**src/rtl/store_buffer.sv**
```systemverilog
// In-order store buffer between the memory stage and the data cache.
// Forwards buffered stores to younger loads and drains through a valid/ready port.
module store_buffer #(
    parameter int WORD_SIZE = 32,
    parameter int ADDR_W    = 32,
    parameter int DEPTH     = 4
) (
    input  logic                         clk,
    input  logic                         rst,
    input  logic                         StoreValidM,
    input  logic [ADDR_W-1:0]            StoreAddrM,
    input  logic [WORD_SIZE-1:0]         StoreDataM,
    input  logic                         StoreByteM,
    input  logic                         LoadValidM,
    input  logic [ADDR_W-1:0]            LoadAddrM,
    input  logic                         LoadByteM,
    input  logic                         Flush,
    output logic                         LoadHitM,
    output logic [WORD_SIZE-1:0]         LoadDataM,
    output logic                         SBStall,
    output logic                         DrainValid,
    output logic [ADDR_W-1:0]            DrainAddr,
    output logic [WORD_SIZE-1:0]         DrainData,
    output logic                         DrainByte,
    input  logic                         DrainReady,
    output logic                         Empty,
    output logic [$clog2(DEPTH+1)-1:0]   Count
);

    localparam int PW = $clog2(DEPTH);
    localparam int CW = $clog2(DEPTH+1);

    typedef enum logic {IDLE, DRAIN} state_t;

    state_t               state;
    state_t               state_next;
    logic [ADDR_W-1:0]    e_addr [DEPTH];
    logic [WORD_SIZE-1:0] e_data [DEPTH];
    logic                 e_byte [DEPTH];
    logic [DEPTH-1:0]     e_valid;
    logic [PW-1:0]        head;
    logic [PW-1:0]        tail;
    logic [CW-1:0]        count;
    logic [CW-1:0]        count_next;
    logic                 flush_pend;
    logic                 flush_next;
    logic                 full;
    logic                 push;
    logic                 pop;
    logic                 fwd_hit;
    logic                 fwd_conflict;
    logic [WORD_SIZE-1:0] fwd_data;

    assign full       = (count == CW'(DEPTH));
    assign push       = StoreValidM && !full;
    assign pop        = (state == DRAIN) && DrainReady;
    assign DrainValid = (state == DRAIN);
    assign DrainAddr  = e_addr[head];
    assign DrainData  = e_data[head];
    assign DrainByte  = e_byte[head];
    assign Empty      = (count == '0);
    assign Count      = count;
    assign SBStall    = (StoreValidM && full) || fwd_conflict;
    assign LoadHitM   = fwd_hit && !fwd_conflict;
    assign LoadDataM  = LoadHitM ? fwd_data : '0;

    // Occupancy after this cycle's push/pop.
    always_comb begin
        count_next = count;
        if (push && !pop) begin
            count_next = count + CW'(1);
        end else if (!push && pop) begin
            count_next = count - CW'(1);
        end
    end

    // Fence request stays armed until the last entry leaves.
    always_comb begin
        flush_next = flush_pend;
        if (Flush && !Empty) begin
            flush_next = 1'b1;
        end
        if (pop && count_next == '0) begin
            flush_next = 1'b0;
        end
    end

    // Walk oldest to youngest so the youngest overlapping entry wins.
    always_comb begin
        logic [PW-1:0] idx;
        logic [7:0]    lane;
        logic          ovl;
        fwd_hit      = 1'b0;
        fwd_conflict = 1'b0;
        fwd_data     = '0;
        idx          = '0;
        lane         = '0;
        ovl          = 1'b0;
        for (int i = 0; i < DEPTH; i++) begin
            idx  = head + PW'(i);
            lane = 8'(e_data[idx] >> {LoadAddrM[1:0], 3'b000});
            ovl  = e_valid[idx]
                && (e_addr[idx][ADDR_W-1:2] == LoadAddrM[ADDR_W-1:2])
                && (!e_byte[idx]
                    || (e_addr[idx][1:0] == LoadAddrM[1:0])
                    || !LoadByteM);
            if (LoadValidM && ovl) begin
                fwd_hit = 1'b1;
                if (!LoadByteM && e_byte[idx]) begin
                    fwd_conflict = 1'b1;
                end
                if (e_byte[idx]) begin
                    fwd_data = {{(WORD_SIZE-8){1'b0}}, e_data[idx][7:0]};
                end else if (LoadByteM) begin
                    fwd_data = {{(WORD_SIZE-8){1'b0}}, lane};
                end else begin
                    fwd_data = e_data[idx];
                end
            end
        end
    end

    // Drain FSM next state: hold the head until the cache takes it.
    always_comb begin
        state_next = state;
        unique case (state)
            IDLE: begin
                if (!Empty && (!LoadValidM || full || flush_pend)) begin
                    state_next = DRAIN;
                end
            end
            DRAIN: begin
                if (pop) begin
                    if (count_next != '0
                        && (!LoadValidM
                            || count_next == CW'(DEPTH)
                            || flush_next)) begin
                        state_next = DRAIN;
                    end else begin
                        state_next = IDLE;
                    end
                end
            end
            default: state_next = IDLE;
        endcase
    end

    // Drain FSM state register.
    always_ff @(posedge clk) begin
        if (rst) begin
            state <= IDLE;
        end else begin
            state <= state_next;
        end
    end

    // Pointers, occupancy, valid bits and fence flag.
    always_ff @(posedge clk) begin
        if (rst) begin
            head       <= '0;
            tail       <= '0;
            count      <= '0;
            e_valid    <= '0;
            flush_pend <= 1'b0;
        end else begin
            count      <= count_next;
            flush_pend <= flush_next;
            if (pop) begin
                e_valid[head] <= 1'b0;
                head          <= head + PW'(1);
            end
            if (push) begin
                e_valid[tail] <= 1'b1;
                tail          <= tail + PW'(1);
            end
        end
    end

    // Entry payload; no reset needed since valid bits gate every use.
    always_ff @(posedge clk) begin
        if (push && !rst) begin
            e_addr[tail] <= StoreAddrM;
            e_data[tail] <= StoreDataM;
            e_byte[tail] <= StoreByteM;
        end
    end

endmodule

```
**config.mk**
```make
export PLATFORM = sky130hd
export DESIGN_NAME = store_buffer
export DESIGN_NICKNAME = d
export VERILOG_FILES = /design/src/rtl/store_buffer.sv
export SDC_FILE = /design/constraint.sdc
export NUM_CORES = 1
export LEC_CHECK = 0
export CAP_MARGIN = 20
export CORE_MARGIN = 5
export CORE_UTILIZATION = 53
export CTS_BUF_LIST = sky130_fd_sc_hd__clkbuf_8 sky130_fd_sc_hd__clkbuf_16
export CTS_CLUSTER_DIAMETER = 80
export DETAILED_ROUTE_END_ITERATION = 10
export GPL_ROUTABILITY_DRIVEN = 0
export MAX_ROUTING_LAYER = met4
export PLACE_DENSITY = 0.75
export SYNTH_ARGS = -nofsm -noshare
export SYNTH_HDL_FRONTEND = slang
export SYNTH_SLANG_ARGS = --single-unit
export TNS_END_PERCENT = 10
```
**constraint.sdc**
```tcl
create_clock -name clk -period 5.2 [get_ports clk]
set_input_delay 0.78 -clock clk [delete_from_list [all_inputs] [get_ports clk]]
set_output_delay 0.78 -clock clk [all_outputs]
set_load 0.02 [all_outputs]
```
==> impl_metrics.ini, run 1 <==
[placement]
dpl.cell_count = 2414
hpwl_um = 49900
port_buffers = 207

[logic_synthesis]
ys_seq_elements = 275
ys_seq_area_frac = 0.403
syn_nets = 1797
synthSimpleGateAreaFrac = 0.105
synth_warnings = 0
synth_compound_area_frac = 0.122
synth_flop_cell = edfxtp_1
synth_mux_area_frac = 0.266
synth_area_mm2 = 0.0201
syn_inst = 1682
synth_top_family_by_area = multiplexers
synth-edff-count = 260
synth-xor-area-share = 0.0522
synthAdderAreaFrac = 0.00684
syn_avg_cell_area_um2 = 12.0
yosysUniqueCellTypes = 79
synthArstFlopShare = 0

[die]
row_count = 71
die_h_um = 205
pin_count = 208
die_area_mm2 = 0.0419
core_area_mm2 = 0.0376
fp.dieW_um = 205
initial_utilization = 0.535

[outcome]
outcome = finished with violations
violations = negative setup slack

[finish]
regArea_mm2 = 0.00812
drive_above_1_share = 0.273
multiInputGateArea_mm2 = 0.0113
fin_nets = 2067
nFillCells = 2734
final_util = 0.664
syn_to_final_growth_pct = 24.0
layout.cells.non_filler = 2497

[sta]
rsz0062_at_grt = true
finalCriticalPeriod_ns = 5.35
drv_slew = 0
max_freq_mhz = 187
timing.final.crit_share = 1.03
fin_hold_ws_ns = 0.561
setup_violations = 30
finClkSkew_ns = 0.0268
slew_headroom = 0.448
worst_slew_pin_slew_ns = 0.827
setup_slack_ns = -0.154
final.setup.tns_ns = -2.33
finalHoldViolCount = 0

[hold_path]
holdPathEnd = flush_pend
hp-start = flush_pend
hp-class = flop to flop
whs_path_depth = 2

[grt]
grt_antenna_before_repair = 10
grt_pass1_wl_um = 105000
grt_pass1_vias = 16800
grt_max_degree = 59
grt.overflow.total = 0
track_usage = 0.336

[drt]
wl_per_cell_um = 27.9
wl_met1_um = 25800
dr_wl_met3_um = 9690
top_layer = met4
dr.pass1.iters = 8
post-route-drc-count = 0
via_per_inst = 6.96
drt-initial-drc-count = 2614
drt-total-wl_um = 69700
vias = 17400
wl_met2_um = 30800
final_antenna_net_count = 0

[critical_path]
critPathLaunch = head[0]
crit_arrival_ns = 4.57
startpoint_type = flop
ff2ff_path_depth = 5
r2r-start = Count[0]
r2r_setup_slack_ns = 2.26
criticalPathCategory = flop to output port
endpoint_kind = output port
r2r-end = e_data[1][31]
cp_max_fo = 34
worst_ep_required_time_ns = 4.42

[job]
drv_cap = 0

[pwr]
ir_drop_uv = 309
power_mw = 8.59
p_per_area_mw_per_mm2 = 344
p_leak_nw = 8.08

[clock_network]
clkTransAtPathRegs_ns = 0.06
hold_buffers = 0
clk_latency_ns = 0.61
root_buffer = clkbuf_16
cts.sinks = 275
cts_buffers = 31
cts.path.max_buffers = 3
htree_levels = 1
cts_tree = done
==> where the power goes <==
group,total (mW),switching (mW),internal (mW),leakage (nW)
Combinational,3.69,2.06,1.63,5.06
Clock,2.26,0.904,1.35,0.538
Sequential,2.64,0.0940,2.55,2.49
Total,8.59,3.06,5.53,8.08
==> stage by stage <==
stage	setup WS, ns	instance area [µm²]
floorplan	-0.121	20100
global placement	-0.451	23500
detailed placement	-0.448	23500
CTS	-0.0906	24800
global route	-0.263	24900
finish	-0.154	24900
==> final cells by class <==
type                    instances  area share
diodes                         10     0.00100
clock buffers                  36      0.0339
clock inverters                21     0.00868
inverters                      29     0.00452
multi-input cells            1221       0.454
flip-flops and latches        275       0.326
well taps                     511      0.0256
repair buffers                394       0.146
==> per-layer routing <==
metal	vias to the layer above	GRT usage
met2	1477	0.494
met1	8340	0.453
met4	0	0.127
met3	295	0.0902
li1	7269	-
met5	-	-
==> registers in the layout, indices dropped and copies added, names as in the netlist, named ones only <==
name        flops
flush_pend      1
e_data        128
Count           3
head            2
DrainValid      1
tail            2
e_byte          4
e_addr        128
e_valid         4
==> placed cells by master (no fill, tap or decap), types with 12 or more instances in the layout <==
master and instances:
a31oi_1 41, o21ai_0 44, nand3_1 23, edfxtp_1 260
xnor2_1 70, inv_1 29, nor3_1 16, nor4b_1 15
buf_12 13, mux2i_1 147, xor2_1 50, buf_6 18
buf_4 178, and3_1 29, a21oi_1 76, nor4_1 15
a22oi_1 12, nor2_1 109, nand2b_1 14, clkdlybuf4s50_1 172
a311oi_2 17, o22ai_1 33, or3_1 28, nand2_1 106
mux2_2 32, clkbuf_16 31, mux4_2 153
==> timing repair <==
| item | in CTS | in global routing |
|---|---|---|
| buffers inserted | 15 | 0 |
| gates cloned | 2 | 0 |
| gates resized for setup | 187 | 20 |
| endpoints found under the setup margin | 34 | 34 |
| pin swaps | 12 | 3 |
==> worst max path at each step <==
stage | cells after the start | slack (ns) | end
floorplan | 17 | -0.12 | LoadDataM[31]
finish | 14 | -0.15 | LoadDataM[11]
CTS | 15 | -0.09 | LoadDataM[11]
global route | 16 | -0.26 | LoadDataM[11]
global placement | 12 | -0.45 | LoadDataM[18]
detailed placement | 12 | -0.45 | LoadDataM[18]
==> worst max-delay path: stages (launching register included) <==
cell and delay [ns]:
dfxtp_4 0.34, buf_4 0.19, buf_12 0.27, mux2i_1 0.36, o22ai_1 0.17, a2111oi_2 0.46
o211ai_1 0.19, or4_4 0.57, a311oi_4 0.26, inv_2 0.10, a31o_4 0.29, buf_6 0.13
buf_12 0.12, a311oi_2 0.27, buf_4 0.20
==> cells by family after synthesis <==
family,Yosys count
muxes,338
adders and majority gates,11
xor gates and xnor gates,120
buffers and inverters,187
and+or+nand+nor,415
DFF,275
AOI/OAI and AO/OA,336
==> synth_stat cells, types with 11 or more instances <==
library cell	n	area (µm²)
or3_1	28	175
clkbuf_1	87	327
mux4_2	153	3450
and3_1	33	206
a221oi_1	11	96.3
o21ai_0	44	220
xor2_1	50	438
o211ai_1	11	82.6
o22ai_1	33	206
a22oi_1	12	90.1
nor3_1	18	90.1
inv_1	26	97.6
xnor2_1	70	613
buf_6	14	158
buf_1	15	56.3
a311oi_2	16	240
mux2i_1	149	1490
mux2_2	32	360
a21oi_1	77	385
nand2b_1	14	87.6
buf_2	34	170
a31oi_1	41	257
nand3_1	23	115
dfxtp_1	15	300
nor4b_1	17	149
nand4_1	11	68.8
ha_1	11	138
o221ai_1	12	105
nor4_1	16	100
nand2_1	106	398
edfxtp_1	260	7810
nor2_1	109	409
Power figures use the tool's default switching activity.
==> inputs of run 2 (changes only) <==
CAP_MARGIN = unset   (was 20)
CORE_UTILIZATION = 59   (was 53)
DONT_BUFFER_PORTS = 1   (was unset)
==> run 2 against run 1 <==
Compared with the run above:
- the flow still finishes with violations (negative setup slack)
- worst setup slack improved by 0.092 ns
- sequential share of layout area increased by 3.8 points
- hold slack got worse by 0.30 ns
- maximum frequency increased by 1.7%
- clock skew decreased by 0.010 ns
- critical path depth unchanged
- count of clock-buffer cells in the layout decreased by 3
- wire length decreased by 3.4%
- sequential power increased by 2%
- via count decreased by 5.4%
- first-iteration DRC count increased by 17%
- critical endpoint is now LoadDataM[27]
==> impl_metrics.ini, run 2 (synthesized netlist as in run 1, its figures left out) <==
[critical_path]
max_stage_delay_ns = 0.59
ff2ff_path_depth = 5
path_cells = inv_4 -> ha_4 -> buf_6 -> mux4_2 -> xor2_2 -> nor4_2 -> o211ai_1 -> or4_4 -> a311oi_4 -> inv_2 -> a31o_4 -> buf_6 -> a311oi_2 -> buf_4
crit_arrival_ns = 4.48
cp_common_cell = buf_6
worst_ep_required_time_ns = 4.42
slowest_stage = or4_4
r2r-start = Count[0]
endpoint_kind = output port
cp_max_fo = 9
r2r-end = e_data[2][28]
r2r_setup_slack_ns = 1.93
startpoint_type = flop
path_buf_inv = 5
criticalPathCategory = flop to output port
critical-path-top-delay-family = compound AO/OA/AOI/OAI gates

[clock_network]
cts.sinks = 275
cts_buffers = 30
htree_levels = 1
root_buffer = clkbuf_16
clkTransAtPathRegs_ns = 0.06
hold_buffers = 0
cts_tree = done
cts.path.max_buffers = 3
clk_latency_ns = 0.58

[grt]
grt_max_degree = 65
grt_pass1_vias = 15900
grt_pass1_wl_um = 101000
track_usage = 0.353
grt.overflow.total = 0
grt_antenna_before_repair = 0

[sta]
fin_hold_ws_ns = 0.257
setup_slack_ns = -0.0625
finalCriticalPeriod_ns = 5.26
timing.final.crit_share = 1.01
setup_violations = 15
drv_slew = 0
max_freq_mhz = 190
finClkSkew_ns = 0.0164
finalHoldViolCount = 0
slew_headroom = 0.352
worst_slew_pin_slew_ns = 0.972
rsz0062_at_grt = true

[finish]
regArea_mm2 = 0.00812
fin_nets = 1788
syn_to_final_growth_pct = 11.0
multiInputGateArea_mm2 = 0.0114
largest_registers = e_addr x128, e_data x128
diodes = 0
layout.cells.non_filler = 2145
nFillCells = 2388
final_common_cell = edfxtp_1
drive_above_1_share = 0.265
layout_common_cells = edfxtp_1, mux4_2, mux2i_1

[drt]
vias = 16400
via_per_inst = 7.67
dr.pass1.iters = 10
drt-total-wl_um = 67400
wl_per_cell_um = 31.4
post-route-drc-count = 0
final_antenna_net_count = 0
drt-initial-drc-count = 3064

[placement]
dpl.cell_count = 2056
port_buffers = 0
post-place-ws_ns = 0.0924
hpwl_um = 45900

[hold_path]
holdPathEnd = head[0]
hp-class = input port to flop
whs_path_depth = 1
hp-start = rst

[die]
fp.dieW_um = 195
die_h_um = 195
pin_count = 208
die_area_mm2 = 0.0379
initial_utilization = 0.598
core_area_mm2 = 0.0336
row_count = 67

[pwr]
ir_drop_uv = 268
p_leak_nw = 6.90
power_mw = 8.09
p_per_area_mw_per_mm2 = 362

[job]
drv_cap = 0

[outcome]
outcome = finished with violations
violations = negative setup slack
## run 2: what timing repair did
| item | CTS | global route |
|---|---|---|
| setup endpoints to repair | 33 | 33 |
| resized for setup | 19 | 55 |
| gates cloned | 2 | 1 |
| setup buffers | 11 | 19 |
| pin swaps | 5 | 10 |
## run 2: how the worst max path moves through the flow
stage | start | end | depth (start not counted)
floorplan | head[0] | LoadDataM[31] | 17
global placement | flop | LoadDataM[18] | 10
detailed placement | flop | LoadDataM[18] | 11
CTS | head[0] | LoadDataM[18] | 12
global route | head[0] | LoadDataM[1] | 14
finish | head[0] | LoadDataM[27] | 14
## run 2: routing by layer
metal | GRT usage | wire, µm | vias to the layer above
met2 | 0.496 | 28400 | 1551
met4 | 0.133 | 3780 | 0
met1 | 0.467 | 23400 | 7875
met5 | - | 0 | -
met3 | 0.139 | 11800 | 338
li1 | - | - | 6684
## run 2: cell type report
class                      count  area share
clock inverter                23     0.00997
tap                          448      0.0251
sequential                   275       0.364
timing repair buffer         117      0.0500
multi-input combinational   1220       0.510
inverter                      29     0.00532
clock buffer                  33      0.0360
## run 2: where the power goes
| group | leakage, nW | internal [mW] | switching [mW] | total [mW] |
|---|---|---|---|---|
| logic | 3.89 | 1.32 | 1.89 | 3.21 |
| clock network | 0.525 | 1.31 | 0.896 | 2.20 |
| registers | 2.49 | 2.55 | 0.126 | 2.68 |
| total | 6.90 | 5.17 | 2.91 | 8.09 |
## run 2: stage by stage
step	utilization	instance area, µm²	TNS (ns)
final	0.664	22300	-0.355
after CTS	0.651	21900	-0.106
after global routing	0.664	22300	-2.81
after detailed placement	0.613	20600	0
after floorplan	-	20100	-1.95
after global placement	0.613	20600	0
